==> src/rtl/tmds_encoder_hdmi.sv <==
// tmds_encoder_hdmi
//   Multi-channel HDMI TMDS encoder. Each channel produces one 10-bit symbol
//   per pixel clock: DVI video coding with a running disparity bias, control
//   codes, video and data-island guard bands, and TERC4 data-island coding.
//   An optional checker watches the HDMI period sequence (control, preamble
//   and guard bands, video, data island) and raises a sticky error flag.
//
// Parameters
//   NUM_CH : number of channels; channel k takes the guard-band role k mod 3
//   PIPE   : output register stages, 1 or 2
//   CHECK  : 1 enables the sequence checker, 0 holds o_seq_err low
//
// Ports
//   i_clk      pixel clock
//   i_rst      synchronous active-high reset
//   i_mode     0=CTRL 1=VIDEO 2=VIDEO_GB 3=ISLAND_GB 4=TERC4 5..7 reserved
//   i_data     8 bits per channel, channel k at [8k+7:8k]
//   i_ctrl     2 bits per channel (ch0 = {vsync,hsync})
//   i_aux      4-bit TERC4 nibble per channel
//   o_tmds     10-bit symbol per channel, bit 0 transmitted first
//   o_seq_err  sticky sequence-violation flag, same latency as o_tmds
module tmds_encoder_hdmi #(
  parameter int NUM_CH = 3,
  parameter int PIPE   = 1,
  parameter int CHECK  = 1
) (
  input  logic                 i_clk,
  input  logic                 i_rst,
  input  logic [2:0]           i_mode,
  input  logic [8*NUM_CH-1:0]  i_data,
  input  logic [2*NUM_CH-1:0]  i_ctrl,
  input  logic [4*NUM_CH-1:0]  i_aux,
  output logic [10*NUM_CH-1:0] o_tmds,
  output logic                 o_seq_err
);

  localparam logic [2:0] M_CTRL  = 3'd0;
  localparam logic [2:0] M_VIDEO = 3'd1;
  localparam logic [2:0] M_VGB   = 3'd2;
  localparam logic [2:0] M_IGB   = 3'd3;
  localparam logic [2:0] M_TERC4 = 3'd4;

  localparam logic [9:0] SYM_RST   = 10'b1101010100;
  localparam logic [9:0] SYM_GB_HI = 10'b1011001100;
  localparam logic [9:0] SYM_GB_LO = 10'b0100110011;

  localparam logic [2:0] S_CTRL      = 3'd0;
  localparam logic [2:0] S_VGB       = 3'd1;
  localparam logic [2:0] S_VIDEO     = 3'd2;
  localparam logic [2:0] S_IGB_LEAD  = 3'd3;
  localparam logic [2:0] S_ISLAND    = 3'd4;
  localparam logic [2:0] S_IGB_TRAIL = 3'd5;

  if (PIPE != 1 && PIPE != 2) begin : g_bad_pipe
    $error("tmds_encoder_hdmi: PIPE must be 1 or 2");
  end

  function automatic logic [9:0] ctrl_sym(input logic [1:0] c);
    case (c)
      2'b00:   ctrl_sym = 10'b1101010100;
      2'b01:   ctrl_sym = 10'b0010101011;
      2'b10:   ctrl_sym = 10'b0101010100;
      default: ctrl_sym = 10'b1010101011;
    endcase
  endfunction

  function automatic logic [9:0] terc4_sym(input logic [3:0] d);
    case (d)
      4'h0:    terc4_sym = 10'b1010011100;
      4'h1:    terc4_sym = 10'b1001100011;
      4'h2:    terc4_sym = 10'b1011100100;
      4'h3:    terc4_sym = 10'b1011100010;
      4'h4:    terc4_sym = 10'b0101110001;
      4'h5:    terc4_sym = 10'b0100011110;
      4'h6:    terc4_sym = 10'b0110001110;
      4'h7:    terc4_sym = 10'b0100111100;
      4'h8:    terc4_sym = 10'b1011001100;
      4'h9:    terc4_sym = 10'b0100111001;
      4'hA:    terc4_sym = 10'b0110011100;
      4'hB:    terc4_sym = 10'b1011000110;
      4'hC:    terc4_sym = 10'b1010001110;
      4'hD:    terc4_sym = 10'b1001110001;
      4'hE:    terc4_sym = 10'b0101100011;
      default: terc4_sym = 10'b1011000011;
    endcase
  endfunction

  function automatic logic [3:0] ones8(input logic [7:0] d);
    ones8 = 4'd0;
    for (int i = 0; i < 8; i++) ones8 = ones8 + {3'b000, d[i]};
  endfunction

  // Returns {next_bias[4:0], symbol[9:0]} for one video byte.
  function automatic logic [14:0] video_enc(input logic [7:0] d,
                                            input logic signed [4:0] bias);
    logic [8:0]        q_m;
    logic [3:0]        n1;
    logic              use_xnor;
    logic signed [5:0] bal;
    logic signed [5:0] b6;
    logic signed [5:0] nxt;
    logic [9:0]        sym;
    n1       = ones8(d);
    use_xnor = (n1 > 4'd4) || (n1 == 4'd4 && !d[0]);
    q_m[0]   = d[0];
    for (int i = 1; i < 8; i++)
      q_m[i] = use_xnor ? ~(q_m[i-1] ^ d[i]) : (q_m[i-1] ^ d[i]);
    q_m[8] = ~use_xnor;
    // balance = N1 - N0 of q_m[7:0] = 2*N1 - 8
    bal = $signed({1'b0, ones8(q_m[7:0]), 1'b0}) - 6'sd8;
    b6  = 6'(bias);
    if (bias == 5'sd0 || bal == 6'sd0) begin
      sym = {~q_m[8], q_m[8], q_m[8] ? q_m[7:0] : ~q_m[7:0]};
      nxt = q_m[8] ? (b6 + bal) : (b6 - bal);
    end else if (bias[4] == bal[5]) begin
      sym = {1'b1, q_m[8], ~q_m[7:0]};
      nxt = b6 + (q_m[8] ? 6'sd2 : 6'sd0) - bal;
    end else begin
      sym = {1'b0, q_m[8], q_m[7:0]};
      nxt = b6 + bal - (q_m[8] ? 6'sd0 : 6'sd2);
    end
    video_enc = {nxt[4:0], sym};
  endfunction

  logic [10*NUM_CH-1:0] sym_c;

  for (genvar k = 0; k < NUM_CH; k++) begin : g_ch
    localparam int ROLE = k % 3;
    logic signed [4:0] bias;
    logic [14:0]       vid;
    logic [9:0]        sym;

    always_comb begin
      vid = video_enc(i_data[8*k +: 8], bias);
      sym = ctrl_sym(i_ctrl[2*k +: 2]);
      case (i_mode)
        M_VIDEO: sym = vid[9:0];
        M_VGB:   sym = (ROLE == 1) ? SYM_GB_LO : SYM_GB_HI;
        M_IGB:   sym = (ROLE == 0) ? terc4_sym({2'b11, i_ctrl[2*k +: 2]}) : SYM_GB_LO;
        M_TERC4: sym = terc4_sym(i_aux[4*k +: 4]);
        default: ;
      endcase
    end

    // Disparity only carries across consecutive video cycles.
    always_ff @(posedge i_clk) begin
      if (i_rst)                  bias <= 5'sd0;
      else if (i_mode == M_VIDEO) bias <= $signed(vid[14:10]);
      else                        bias <= 5'sd0;
    end

    assign sym_c[10*k +: 10] = sym;
  end

  logic seq_err_p0;

  if (CHECK != 0) begin : g_chk
    logic [2:0] state, state_nx;
    logic [3:0] cnt, cnt_nx;
    logic [1:0] n, n_nx;
    logic [9:0] len, len_nx;
    logic       err;

    always_comb begin
      state_nx = state;
      cnt_nx   = cnt;
      n_nx     = n;
      len_nx   = len;
      err      = 1'b0;
      case (state)
        S_CTRL: begin
          case (i_mode)
            M_CTRL: if (cnt != 4'd8) cnt_nx = cnt + 4'd1;
            M_VGB, M_IGB: begin
              if (cnt == 4'd8) begin
                state_nx = (i_mode == M_VGB) ? S_VGB : S_IGB_LEAD;
                n_nx     = 2'd1;
              end else begin
                err = 1'b1;
              end
            end
            default: err = 1'b1;
          endcase
        end
        S_VGB: begin
          if (n == 2'd1 && i_mode == M_VGB)        n_nx = 2'd2;
          else if (n == 2'd2 && i_mode == M_VIDEO) state_nx = S_VIDEO;
          else                                     err = 1'b1;
        end
        S_VIDEO: begin
          if (i_mode == M_VIDEO) begin
            state_nx = S_VIDEO;
          end else if (i_mode == M_CTRL) begin
            state_nx = S_CTRL;
            cnt_nx   = 4'd1;
          end else begin
            err = 1'b1;
          end
        end
        S_IGB_LEAD: begin
          if (n == 2'd1 && i_mode == M_IGB) begin
            n_nx = 2'd2;
          end else if (n == 2'd2 && i_mode == M_TERC4) begin
            state_nx = S_ISLAND;
            len_nx   = 10'd1;
          end else begin
            err = 1'b1;
          end
        end
        S_ISLAND: begin
          if (i_mode == M_TERC4) begin
            len_nx = len + 10'd1;
            // the incremented length would exceed 576
            if (len >= 10'd576) err = 1'b1;
          end else if (i_mode == M_IGB && len[4:0] == 5'd0) begin
            state_nx = S_IGB_TRAIL;
            n_nx     = 2'd1;
          end else begin
            err = 1'b1;
          end
        end
        S_IGB_TRAIL: begin
          if (n == 2'd1 && i_mode == M_IGB) begin
            n_nx = 2'd2;
          end else if (n == 2'd2 && i_mode == M_CTRL) begin
            state_nx = S_CTRL;
            cnt_nx   = 4'd1;
          end else begin
            err = 1'b1;
          end
        end
        default: err = 1'b1;
      endcase
      // Resync: the offending cycle itself counts as control if it was one.
      if (err) begin
        state_nx = S_CTRL;
        cnt_nx   = (i_mode == M_CTRL) ? 4'd1 : 4'd0;
      end
    end

    always_ff @(posedge i_clk) begin
      if (i_rst) begin
        state      <= S_CTRL;
        cnt        <= 4'd0;
        n          <= 2'd0;
        len        <= 10'd0;
        seq_err_p0 <= 1'b0;
      end else begin
        state      <= state_nx;
        cnt        <= cnt_nx;
        n          <= n_nx;
        len        <= len_nx;
        seq_err_p0 <= seq_err_p0 | err;
      end
    end
  end else begin : g_nochk
    assign seq_err_p0 = 1'b0;
  end

  // ---- stage p0: first output register ----
  logic [10*NUM_CH-1:0] tmds_p0;

  always_ff @(posedge i_clk) begin
    if (i_rst) tmds_p0 <= {NUM_CH{SYM_RST}};
    else       tmds_p0 <= sym_c;
  end

  // ---- stage p1: optional second output register ----
  if (PIPE == 2) begin : g_pipe2
    logic [10*NUM_CH-1:0] tmds_p1;
    logic                 seq_err_p1;

    always_ff @(posedge i_clk) begin
      if (i_rst) begin
        tmds_p1    <= {NUM_CH{SYM_RST}};
        seq_err_p1 <= 1'b0;
      end else begin
        tmds_p1    <= tmds_p0;
        seq_err_p1 <= seq_err_p0;
      end
    end

    assign o_tmds    = tmds_p1;
    assign o_seq_err = seq_err_p1;
  end else begin : g_pipe1
    assign o_tmds    = tmds_p0;
    assign o_seq_err = seq_err_p0;
  end

endmodule

==> config.mk <==
export PLATFORM = sky130hd
export DESIGN_NAME = tmds_encoder_hdmi
export DESIGN_NICKNAME = d
export VERILOG_FILES = /design/src/rtl/tmds_encoder_hdmi.sv
export SDC_FILE = /design/constraint.sdc
export NUM_CORES = 1
export LEC_CHECK = 0
export BUFFER_PORTS_ARGS = -buffer_cell sky130_fd_sc_hd__buf_2
export CAP_MARGIN = 30
export CORE_AREA = 2 2 99 149
export DETAILED_ROUTE_END_ITERATION = 12
export DIE_AREA = 0 0 101 151
export PLACE_DENSITY = 0.76
export SYNTH_ARGS = -nofsm -noshare
export SYNTH_HDL_FRONTEND = slang
export SYNTH_SLANG_ARGS = --single-unit
==> constraint.sdc <==
create_clock -name i_clk -period 9.7 [get_ports i_clk]
set_clock_uncertainty 0.1 [all_clocks]
set_input_delay 2.425 -clock i_clk [delete_from_list [all_inputs] [get_ports i_clk]]
set_output_delay 2.425 -clock i_clk [all_outputs]
set_load 0.02 [all_outputs]
==> metrics <==
IO Pins 78; top_reg_cell synth dfxtp_1; Final Hold Fails 0; outcome finished, final reports clean; most numerous cell in the Yosys netlist inv_1; Levels on crit path 27; number of synthesis warnings 0; Clock Path Buffers 2; layout cells sized above 1 0.2136; cell row count 53; # DRC 0; Hold-fix buffers, CTS 0; Area after DPL 8275 sq um; port bufs 77; area delta synth->final 17.71%; # fillers 1,163; CP max stage delay 560 ps; nets 1,164; Setup WS post-layout 264.7 ps; critical path arrival 9600 ps; Final min period 9435 ps; H-tree level count 3; final period utilization 0.9727; Area contributors post-synth ha_1 (17%), dfxtp_1 (17%), fa_1 (10%), xnor2_1 (5.6%), inv_1 (5.2%); final instance area 8833 sq um; first-pass GRT wire length 29,860 um; most area-hungry cell type in the Yosys netlist ha_1; crit path to g_ch[0].bias[4]; die extent in y 151 um; Slew headroom 0.4596; largest net degree at the start of global routing 36; R2R Path Start g_chk.state[2]; Cell Count, Final, Fillers Out 1,148; die area 15,250 sq um; initial antenna violation count 0; Data required, critical path 9870 ps; clk slew on worst S/H paths 50 ps; CTS tree built; critical path capture point type flip-flop; flop2flop setup slack 7180 ps; Worst R2R Path Depth 6; Setup Slack @ Placement -214.7 ps; worst-margin pin slew 810.6 ps; Vias 6,557; number of DRC markers in iteration 0 223; FF+latch count, synth 62; CP Launch Point i_data[3]; EDFF count, synth 0; GRT Total Usage 0.2445; Synth top cells by count inv_1 (103), ha_1 (100), nor2_1 (73); post-synth top area share 0.1667; vias per cell 5.712; final setup fails 0; Syn Area/Cell 8.509 sq um; Most common cell on crit path fa_1; Startpoint Class input port; Hold Path Class reg -> reg; maxcap violations 0; Final GP Congestion 0.8667; Pre-Repair DR Iteration Count 5; Seq/Total Area, Yosys 0.1654; clock sink count 62; Die X-Extent 101 um; DRT antenna net count 0; Mapped Area 7505 sq um; final wirelength 18,550 um; Final Max Tran Viols 0; CP top delay family adder cells; initial core utilization 0.5389; diode count 0; Crit-path slowest cell fa_1; vias in the first global route 6,525; placed cells 1,125; maximum clock rate 0.1060 GHz; Setup CP Type in -> reg; Crit Reg-Reg Endpoint g_chk.len[4]; CTS root buf clkbuf_16; wire per inst 16.16 um; Syn Inst Count 882; syn nets 1,068; TritonCTS buffer count 9; HPWL after DPL 14,120 um; Buf/Inv on CP 7; Max Fanout on Critical Path 3; Clock Latency Late Sink 340 ps; Core Area 13,930 sq um; synth unique cells 79; grt ovf 0; async set-reset flop share out of synthesis 0
## what timing repair did
action / CTS / global route
endpoints found under the setup margin: 0 / 31
resized for setup: 0 / 35
setup buffers: 0 / 6
hold endpoints to repair: 0 / 0
## logic make-up (layout without fill, tap and decap cells)
family,count (synthesis),count (layout),synth area share
AOI/OAI and AO/OA,210,210,0.1881
and+or+nand+nor,218,218,0.1502
DFF,62,62,0.1654
buffers and inverters,141,242,0.07202
muxes,19,19,0.02801
xor gates and xnor gates,93,93,0.1255
adders and majority gates,139,139,0.2708
## routing by layer
layer	GRT usage	wire length [um]	share of wire	vias to the layer above
li1	-	-	-	3212
met1	0.2723	7102	0.38	3125
met2	0.4477	9935	0.54	169
met3	0.03922	826	0.045	51
met4	0.1155	682	0.037	0
met5	0	0	0	-
## worst min-delay path by stage
| stage | start | to | slack, ps | depth (start not counted) |
|---|---|---|---|---|
| floorplan | g_chk.len[0] | g_chk.len[0] | 380 | 1 |
| global placement | o_seq_err | o_seq_err | 330 | 2 |
| detailed placement | o_seq_err | o_seq_err | 340 | 2 |
| CTS | o_seq_err | o_seq_err | 350 | 2 |
| global route | o_seq_err | o_seq_err | 360 | 2 |
| finish | o_seq_err | o_seq_err | 350 | 2 |
## sequential cells by signal (all words and copies together) (netlist names)
signal and count:
g_ch.bias 12, g_chk.cnt 4, g_chk.len 10, g_chk.n 2, g_chk.state 3, o_seq_err 1, o_tmds 30
## area by class of cell
cell class                 instances  area, sq um  share of cell area
sequential                        62         1241              0.1405
inverter                         105        396.6             0.04490
clock buffer                      11        242.7             0.02748
clock inverter                     5        82.58            0.009348
tap                              165        206.4             0.02337
multi-input combinational        679         5937              0.6721
timing repair buffer             121        726.9             0.08229
## cell usage in the layout (no fill, tap or decap), types with 10 or more instances in the layout
cell type	count
fa_1	36
dfxtp_1	62
o22ai_1	18
a21oi_1	51
a31oi_1	10
a211oi_1	19
ha_1	96
nand2b_1	13
xnor2_2	14
o21ai_0	32
buf_2	77
o211ai_1	11
nor2_1	72
xnor2_1	40
xor2_1	31
buf_4	42
inv_1	102
mux2i_1	13
nand2_1	51
## tightest hold or removal path: stages, from the launching register on
cell	delay, ps
dfxtp_1	310
inv_1	50
a21oi_1	50
## metrics by stage
step / TNS, ps / hold WS, ps / util
finish: 0 / 346.6 / 0.6343
detailed placement: -4219 / 340.1 / 0.5943
global route: -49.38 / 360.9 / 0.6343
global placement: -1216 / 332.1 / 0.5943
floorplan: 0 / 377.1 / -
CTS: 0 / 348.4 / 0.6176
Power is left out: the tool's default activity adds up to more than one toggle a clock period on the data nets, which glitch-free logic cannot reach.
